## config.mk

```make
export PLATFORM = sky130hd
export DESIGN_NAME = lut_mem_arbiter
export DESIGN_NICKNAME = d
export VERILOG_FILES = /design/src/rtl/lut_mem_arb_pkg.sv /design/src/rtl/lut_mem_arbiter_rr_pick2.sv /design/src/rtl/lut_mem_arbiter.sv
export SDC_FILE = /design/constraint.sdc
export NUM_CORES = 1
export LEC_CHECK = 0
export BUFFER_PORTS_ARGS = -buffer_cell sky130_fd_sc_hd__buf_2
export CAP_MARGIN = 20
export CORE_ASPECT_RATIO = 0.8
export CORE_MARGIN = 2
export CORE_UTILIZATION = 42
export DETAILED_ROUTE_END_ITERATION = 7
export GPL_TIMING_DRIVEN = 0
export MAX_ROUTING_LAYER = met4
export PLACE_DENSITY = 0.86
export SYNTH_ARGS = -nofsm -noshare
export SYNTH_HDL_FRONTEND = slang
export SYNTH_HIERARCHICAL = 1
export SYNTH_SLANG_ARGS = --single-unit
```

## constraint.sdc

```tcl
create_clock -name clk -period 2.85 [get_ports clk]
set_input_delay 0.4275 -clock clk [delete_from_list [all_inputs] [get_ports clk]]
set_output_delay 0.4275 -clock clk [all_outputs]
set_load 0.03 [all_outputs]
```

## src/rtl/lut_mem_arb_pkg.sv

```systemverilog
// Shared types for the LUT memory arbiter: FSM states and requester identities.
package lut_mem_arb_pkg;

    typedef enum logic [1:0] {
        IDLE   = 2'd0,
        ACCESS = 2'd1,
        RESP   = 2'd2
    } state_t;

    typedef enum logic {
        REQ_HOST = 1'b0,
        REQ_USER = 1'b1
    } requester_t;

    // Reset value of last_grant: pointing at the user makes the host win the first contention.
    localparam requester_t RESET_LAST_GRANT = REQ_USER;

    function automatic requester_t other_requester(input requester_t id);
        return (id == REQ_HOST) ? REQ_USER : REQ_HOST;
    endfunction

endpackage

```

## src/rtl/lut_mem_arbiter_rr_pick2.sv

```systemverilog
// Combinational two-way round-robin select between the host and user request lines.
module rr_pick2
    import lut_mem_arb_pkg::*;
(
    input  logic       i_host_req,
    input  logic       i_user_req,
    input  requester_t i_last_grant,
    output logic       o_grant_valid,
    output requester_t o_grant_id
);

    always_comb begin
        o_grant_valid = i_host_req | i_user_req;
        o_grant_id    = REQ_HOST;
        if (i_host_req && i_user_req) begin
            o_grant_id = other_requester(i_last_grant);
        end else if (i_user_req) begin
            o_grant_id = REQ_USER;
        end
    end

endmodule

```

## src/rtl/lut_mem_arbiter.sv

```systemverilog
// Round-robin arbiter sharing one single-port LUT memory between the host bus and a user port.
// Every access runs IDLE -> ACCESS (-> RESP for reads) with all outputs registered.
module lut_mem_arbiter
    import lut_mem_arb_pkg::*;
#(
    parameter int ADDR_WIDTH = 16,
    parameter int DATA_WIDTH = 16
) (
    input  logic                  clk,
    input  logic                  rst_n,

    input  logic                  host_req,
    input  logic                  host_we,
    input  logic [ADDR_WIDTH-1:0] host_addr,
    input  logic [DATA_WIDTH-1:0] host_wdata,
    output logic                  host_ack,
    output logic                  host_rvalid,
    output logic [DATA_WIDTH-1:0] host_rdata,

    input  logic                  user_req,
    input  logic                  user_we,
    input  logic [ADDR_WIDTH-1:0] user_addr,
    input  logic [DATA_WIDTH-1:0] user_wdata,
    output logic                  user_ack,
    output logic                  user_rvalid,
    output logic [DATA_WIDTH-1:0] user_rdata,

    output logic [ADDR_WIDTH-1:0] mem_addr,
    output logic [DATA_WIDTH-1:0] mem_wdata,
    output logic                  mem_we,
    input  logic [DATA_WIDTH-1:0] mem_rdata,

    output logic                  busy,
    output logic                  last_grant
);

    state_t                r_state;
    requester_t            r_last_grant;
    logic                  r_busy;
    logic [ADDR_WIDTH-1:0] r_mem_addr;
    logic [DATA_WIDTH-1:0] r_mem_wdata;
    logic                  r_mem_we;
    logic                  r_host_ack;
    logic                  r_user_ack;
    logic                  r_host_rvalid;
    logic                  r_user_rvalid;
    logic [DATA_WIDTH-1:0] r_host_rdata;
    logic [DATA_WIDTH-1:0] r_user_rdata;

    logic                  w_grant_valid;
    requester_t            w_grant_id;
    logic                  w_win_we;
    logic [ADDR_WIDTH-1:0] w_win_addr;
    logic [DATA_WIDTH-1:0] w_win_wdata;

    rr_pick2 u_pick (
        .i_host_req    (host_req),
        .i_user_req    (user_req),
        .i_last_grant  (r_last_grant),
        .o_grant_valid (w_grant_valid),
        .o_grant_id    (w_grant_id)
    );

    always_comb begin
        w_win_we    = host_we;
        w_win_addr  = host_addr;
        w_win_wdata = host_wdata;
        if (w_grant_id == REQ_USER) begin
            w_win_we    = user_we;
            w_win_addr  = user_addr;
            w_win_wdata = user_wdata;
        end
    end

    // last_grant doubles as the owner of the in-flight transaction in ACCESS and RESP.
    always_ff @(posedge clk or negedge rst_n) begin
        if (!rst_n) begin
            r_state       <= IDLE;
            r_last_grant  <= RESET_LAST_GRANT;
            r_busy        <= 1'b0;
            r_mem_addr    <= '0;
            r_mem_wdata   <= '0;
            r_mem_we      <= 1'b0;
            r_host_ack    <= 1'b0;
            r_user_ack    <= 1'b0;
            r_host_rvalid <= 1'b0;
            r_user_rvalid <= 1'b0;
            r_host_rdata  <= '0;
            r_user_rdata  <= '0;
        end else begin
            r_host_ack    <= 1'b0;
            r_user_ack    <= 1'b0;
            r_host_rvalid <= 1'b0;
            r_user_rvalid <= 1'b0;
            case (r_state)
                IDLE: begin
                    if (w_grant_valid) begin
                        r_mem_addr   <= w_win_addr;
                        r_mem_wdata  <= w_win_wdata;
                        r_mem_we     <= w_win_we;
                        r_last_grant <= w_grant_id;
                        r_host_ack   <= (w_grant_id == REQ_HOST);
                        r_user_ack   <= (w_grant_id == REQ_USER);
                        r_busy       <= 1'b1;
                        r_state      <= ACCESS;
                    end
                end
                ACCESS: begin
                    r_mem_we <= 1'b0;
                    if (r_mem_we) begin
                        r_busy  <= 1'b0;
                        r_state <= IDLE;
                    end else begin
                        r_state <= RESP;
                    end
                end
                RESP: begin
                    if (r_last_grant == REQ_HOST) begin
                        r_host_rdata  <= mem_rdata;
                        r_host_rvalid <= 1'b1;
                    end else begin
                        r_user_rdata  <= mem_rdata;
                        r_user_rvalid <= 1'b1;
                    end
                    r_busy  <= 1'b0;
                    r_state <= IDLE;
                end
                default: begin
                    r_mem_we <= 1'b0;
                    r_busy   <= 1'b0;
                    r_state  <= IDLE;
                end
            endcase
        end
    end

    assign host_ack    = r_host_ack;
    assign user_ack    = r_user_ack;
    assign host_rvalid = r_host_rvalid;
    assign user_rvalid = r_user_rvalid;
    assign host_rdata  = r_host_rdata;
    assign user_rdata  = r_user_rdata;
    assign mem_addr    = r_mem_addr;
    assign mem_wdata   = r_mem_wdata;
    assign mem_we      = r_mem_we;
    assign busy        = r_busy;
    assign last_grant  = r_last_grant;

endmodule
```

After elaboration in Yosys (flattened, before gate mapping)
Index checks and enable logic that the tools add are counted.

Bits in registers: 73. Bits of input ports: 86. Output and inout bits: 71.

Eq/ne operators: 4. Mux-type cells: 21. Bitwise operators: 4. Reductions and logical operators: 7.

Operators by type and width (number): two-way mux 16 bit (2); two-way mux 1 bit (14); AND reduction 2 bit (5); two-way mux 2 bit (2); case mux 1 bit (2 select lines) (2); case mux 2 bit (2 select lines) (1); NOT 1 bit (3); == test 2 x 1 -> 1 bit (second input constant) (1); == test 2 bit (second input constant) (1); zero test 2 bit (1); inequality test 2 x 1 -> 1 bit (second input constant) (1); inequality test 2 bit (second input constant) (1); logical AND 1 bit (1); OR 1 bit (1).

Longest topological paths before layout
Depth after elaboration: 5. Depth in mapped cells: 5. Mapped depth without buffers: 4.

By module
The synthesis kept the hierarchy.

By module, submodules not included: lut_mem_arbiter (times used 1, cells an instance 231, area an instance 3035.4 um^2); rr_pick2 (times used 1, cells an instance 2, area an instance 13.8 um^2).

Worst setup path after synthesis
No wires, ideal clock.

Path type: register -> register. Start: register r_last_grant, in the netlist last_grant. End: register r_mem_addr[0], in the netlist mem_addr[0]. Library setup time: 0.126 ns. Data arrival time: 1.367 ns. Data required time: 2.724 ns. Slack: 1.357 ns. Cell stages (with the launch flop): 6. Clock period less this slack: 1.493 ns. Cells stage by stage: dfstp_2 -> a21boi_1 -> buf_2 -> buf_2 -> mux2i_1 -> a21oi_1.

Cells in the longest elaborated chain, start to end: 3.

Ends and longest elaborated chain: start, declared (RTL line lut_mem_arbiter.sv:38) `requester_t r_last_grant;`; start signal, assigned (RTL line lut_mem_arbiter.sv:101) `r_last_grant <= w_grant_id;`; two-way mux 1 bit (RTL line lut_mem_arb_pkg.sv:19) `return (id == REQ_HOST) ? REQ_USER : REQ_HOST;`; two-way mux 1 bit (RTL line lut_mem_arbiter_rr_pick2.sv:15) `if (i_host_req && i_user_req) begin`; named net w_grant_id (RTL line lut_mem_arbiter.sv:51) `requester_t w_grant_id;`; two-way mux 16 bit (RTL line lut_mem_arbiter.sv:68) `if (w_grant_id == REQ_USER) begin`; end signal, assigned (RTL line lut_mem_arbiter.sv:98) `r_mem_addr <= w_win_addr;`; end, declared (RTL line lut_mem_arbiter.sv:40) `logic [ADDR_WIDTH-1:0] r_mem_addr;`.

The timed path passes the listed nets, and every way through them passes these cells. A chain may end at the register's enable or synchronous reset.

Worst setup path in the final report
Start: register r_last_grant, in the netlist last_grant. End: register r_mem_addr[13], in the netlist mem_addr[13].

Same word-level chain as after synthesis.

==> impl_summary.txt <==
----------------------------------------------------
[Synthesis]
  Synthesized cell area ... 0.00305 mm²
  Cell with the most instances after synthesis ... dfrtp_1
  Sequential-to-total area share from yosys stat ... 60.0%
  Dominant synthesized flop cell ... dfrtp_1
  Number of warning messages in the yosys log ... 6
  Leading post-synthesis cells by instance count ... dfrtp_1 (72), a21oi_1 (34), mux2i_1 (33), nor2_1 (33), mux2_2 (24)
  Number of synthesized register bits ... 73
  Synth top area share ... 59.1%
  EDFF count, synth ... 0
  Post-synth net total ... 319
  Post-synthesis cell type count ... 23
  Gate count of the mapped netlist ... 233
  Average cell area after synthesis ... 13.1 µm²
  Top area cells in the synthesized netlist ... dfrtp_1 (59%), mux2i_1 (11%), mux2_2 (8.9%), a21oi_1 (5.6%), mux2_4 (4.4%)
  Cell type contributing the most total cell area after synthesis ... dfrtp_1
  Post-synth ARST share ... 100%

[Route]
  Number of DRC markers in iteration 0 ... 96
  Number of iterations in the first detailed-routing pass ... 4
  Number of nets still failing antenna checks after routing ... 0
  Post-DR wirelength/cell ... 14.5 µm
  Remaining design rule violation count ... 0
  Total vias in the final route ... 2358
  Vias per cell ... 4.79
  Total detailed-routing wirelength ... 7.16 mm

[Placement]
  Routability Congestion ... 0.786
  Buffers added on ports ... 156
  Pre-CTS worst setup slack ... 1.04 ns
  Final HPWL DP ... 5.41 mm

[Setup path]
  Worst setup SP type ... flop
  Worst reg2reg path startpoint ... last_grant$_DFFE_PN1P_
  Cell type of the slowest stage on the worst timing path ... dfstp_2
  Signal arrival time at the worst endpoint ... 1.86 ns
  Required time of the critical path ... 3.07 ns
  Sort of element at the end of the critical path ... flop
  Critical path buffers and inverters ... 2
  Top cell by count, worst path ... buf_2
  CP top delay family ... buffers and inverters
  CP cell instances ... a21boi_1 > buf_2 > buf_2 > mux2i_1 > a21oi_1
  Startpoint of the most critical setup path ... last_grant$_DFFE_PN1P_
  Critical-path maximum fanout ... 10
  Class of the most critical setup path ... reg2reg
  Delay of the slowest cell on the worst path ... 0.41 ns

[Power]
  VDD IR-drop max ... 0.606 mV
  Overall power ... 5.34 mW
  LEAKAGE ... 2.09 nW
  Net switching power ... 2.43 mW
  Clk pwr share ... 14.5%
  Power density over cell area ... 1290 mW/mm²
  Seq pwr share ... 34.3%
  Total internal power ... 2.91 mW
  Proportion of total power due to net switching ... 45.5%
  Power share of the combinational group ... 51.2%

[CTS]
  CTS tree ... built
  Htree depth ... 3
  Number of post-CTS setup repair buffers ... 0
  Number of buffers inserted for hold repair after clock tree synthesis ... 0
  Clock tree buffer depth ... 2
  Skew-Pair Late Insertion Delay ... 0.33 ns
  Root buf cell ... clkbuf_8
  Num CTS Buffers ... 9
  Clock-pin slew reported for the worst setup and hold paths after clock tree synthesis ... 0.08 ns
  PostCTS Resize Cnt ... 0
  Sinks on the clock net ... 73

[Timing]
  Post-route minimum period ... 1.64 ns
  Actual slew at the worst max-slew pin ... 0.896 ns
  Final Hold Slack ... 0.220 ns
  Peak clock frequency supported by timing ... 608 MHz
  Final worst setup slack ... 1.21 ns
  Fin crit share ... 57.7%
  Setup repair after global routing missed its margin ... false
  Endpoints failing setup ... 0
  Final hold violation count ... 0
  Slew Limit Fails ... 0
  Total negative slack ... 0 ns
  Worst Skew ... 0.00769 ns
  Normalized max-slew margin ... 40.3%

[Global route]
  Number of antenna violations at the first check in global routing ... 0
  Total global routing overflow ... 0
  First-pass GRT wire length ... 11.2 mm
  GRT Util Overall ... 18.7%
  Maximum number of pins on one net before global-route repair ... 74
  Number of global-route vias before repair ... 2410

[Layout]
  Syn-to-layout area delta ... 35.7%
  Net count of the finished layout ... 486
  Fill cells ... 572
  Fraction of final layout cells sized beyond drive strength 1 ... 55.3%
  Inserted Diodes ... 0
  Multi-input logic area ... 0.00112 mm²
  Combined flip-flop and latch cell area ... 0.00183 mm²

[Outcome]
  Run status ... finished, final reports clean

[Floorplan]
  Number of standard-cell rows in the floorplan ... 27
  Io pins ... 157
  Core Region ... 0.00696 mm²
  Die height ... 80.2 µm
  Effective utilization at floorplan ... 43.8%
  Die Area ... 0.00796 mm²
  Horizontal extent of the die ... 99.3 µm

[Hold path]
  HP Class ... in2async

[Job]
  Number of max-capacitance violations reported ... 0

----------------------------------------------------
placed cells by master (no fill, tap or decap), drive strengths merged:
cell	instances
nand3b	1
nor2b	2
a311oi	1
mux2i	33
inv	2
bufinv	1
dfrtp	72
clkbuf	10
clkinv	3
dfstp	1
mux2	33
nor3b	2
nor2	33
or2	1
nand2	1
clkinvlp	3
nor3	1
a21boi	1
and2	1
a21oi	34
buf	169
per-stage QoR:
step	std cells	util, %	cell area [µm²]
2_1_floorplan	233	-	3050
3_3_place_gp	476	56.6	3940
3_5_place_dp	476	56.6	3940
4_1_cts	492	59.4	4140
5_1_grt	492	59.4	4140
6_report	492	59.4	4140
cell type report:
type / count / area share [%]
sequential: 73 / 44.2
multi-input combinational: 144 / 27.1
timing repair buffer: 156 / 18.9
clock buffer: 9 / 2.99
tap: 87 / 2.63
buffer: 14 / 2.21
clock inverter: 7 / 1.72
inverter: 2 / 0.181
kinds of logic after synthesis:
family                 synth area share [%]
flip-flops                             60.0
buffers and inverters                  3.24
AO/OA/AOI/OAI                          6.11
multiplexers                           24.1
AND/OR/NAND/NOR                        6.57
power groups by stage:
stage / combinational (mW) / clock [mW] / sequential [mW]
after floorplan: 0.946 / 0 / 2.82
after global placement: 2.71 / 0 / 1.82
after detailed placement: 2.78 / 0 / 1.85
after CTS: 2.78 / 0.807 / 1.84
after global routing: 2.92 / 0.853 / 1.90
final: 2.74 / 0.776 / 1.83
worst paths after layout:
path / endpoint / cells after the start / slack (ns)
max reg2reg: mem_addr[13]$_DFFE_PN0P_ / 5 / 1.21
min: host_rdata[12]$_DFFE_PN0P_ / 1 / 0.22
min in group clk: host_rdata[12]$_DFFE_PN0P_ / 2 / 0.33
min reg2reg: r_state[1]$_DFFE_PN0P_ / 1 / 0.50
max: mem_addr[13]$_DFFE_PN0P_ / 5 / 1.21
max in group asynchronous: mem_wdata[6]$_DFFE_PN0P_ / 1 / 2.04
sequential cells by signal, indices dropped and copies added (netlist names), 2 cells and up:
| signal | flops |
|---|---|
| host_rdata | 16 |
| mem_addr | 16 |
| user_rdata | 16 |
| mem_wdata | 16 |
| r_state | 2 |
routing by layer:
metal / wire length, µm / vias to the layer above / part of all wire (%) / GRT usage (%)
li1: - / 1138 / - / -
met1: 2900 / 1105 / 40 / 21.0
met2: 3660 / 103 / 51 / 32.1
met3: 531 / 12 / 7.4 / 5.83
met4: 68 / 0 / 0.95 / 6.16
met5: 0 / - / 0 / -
No activity file was read; power rests on OpenSTA's default activity.
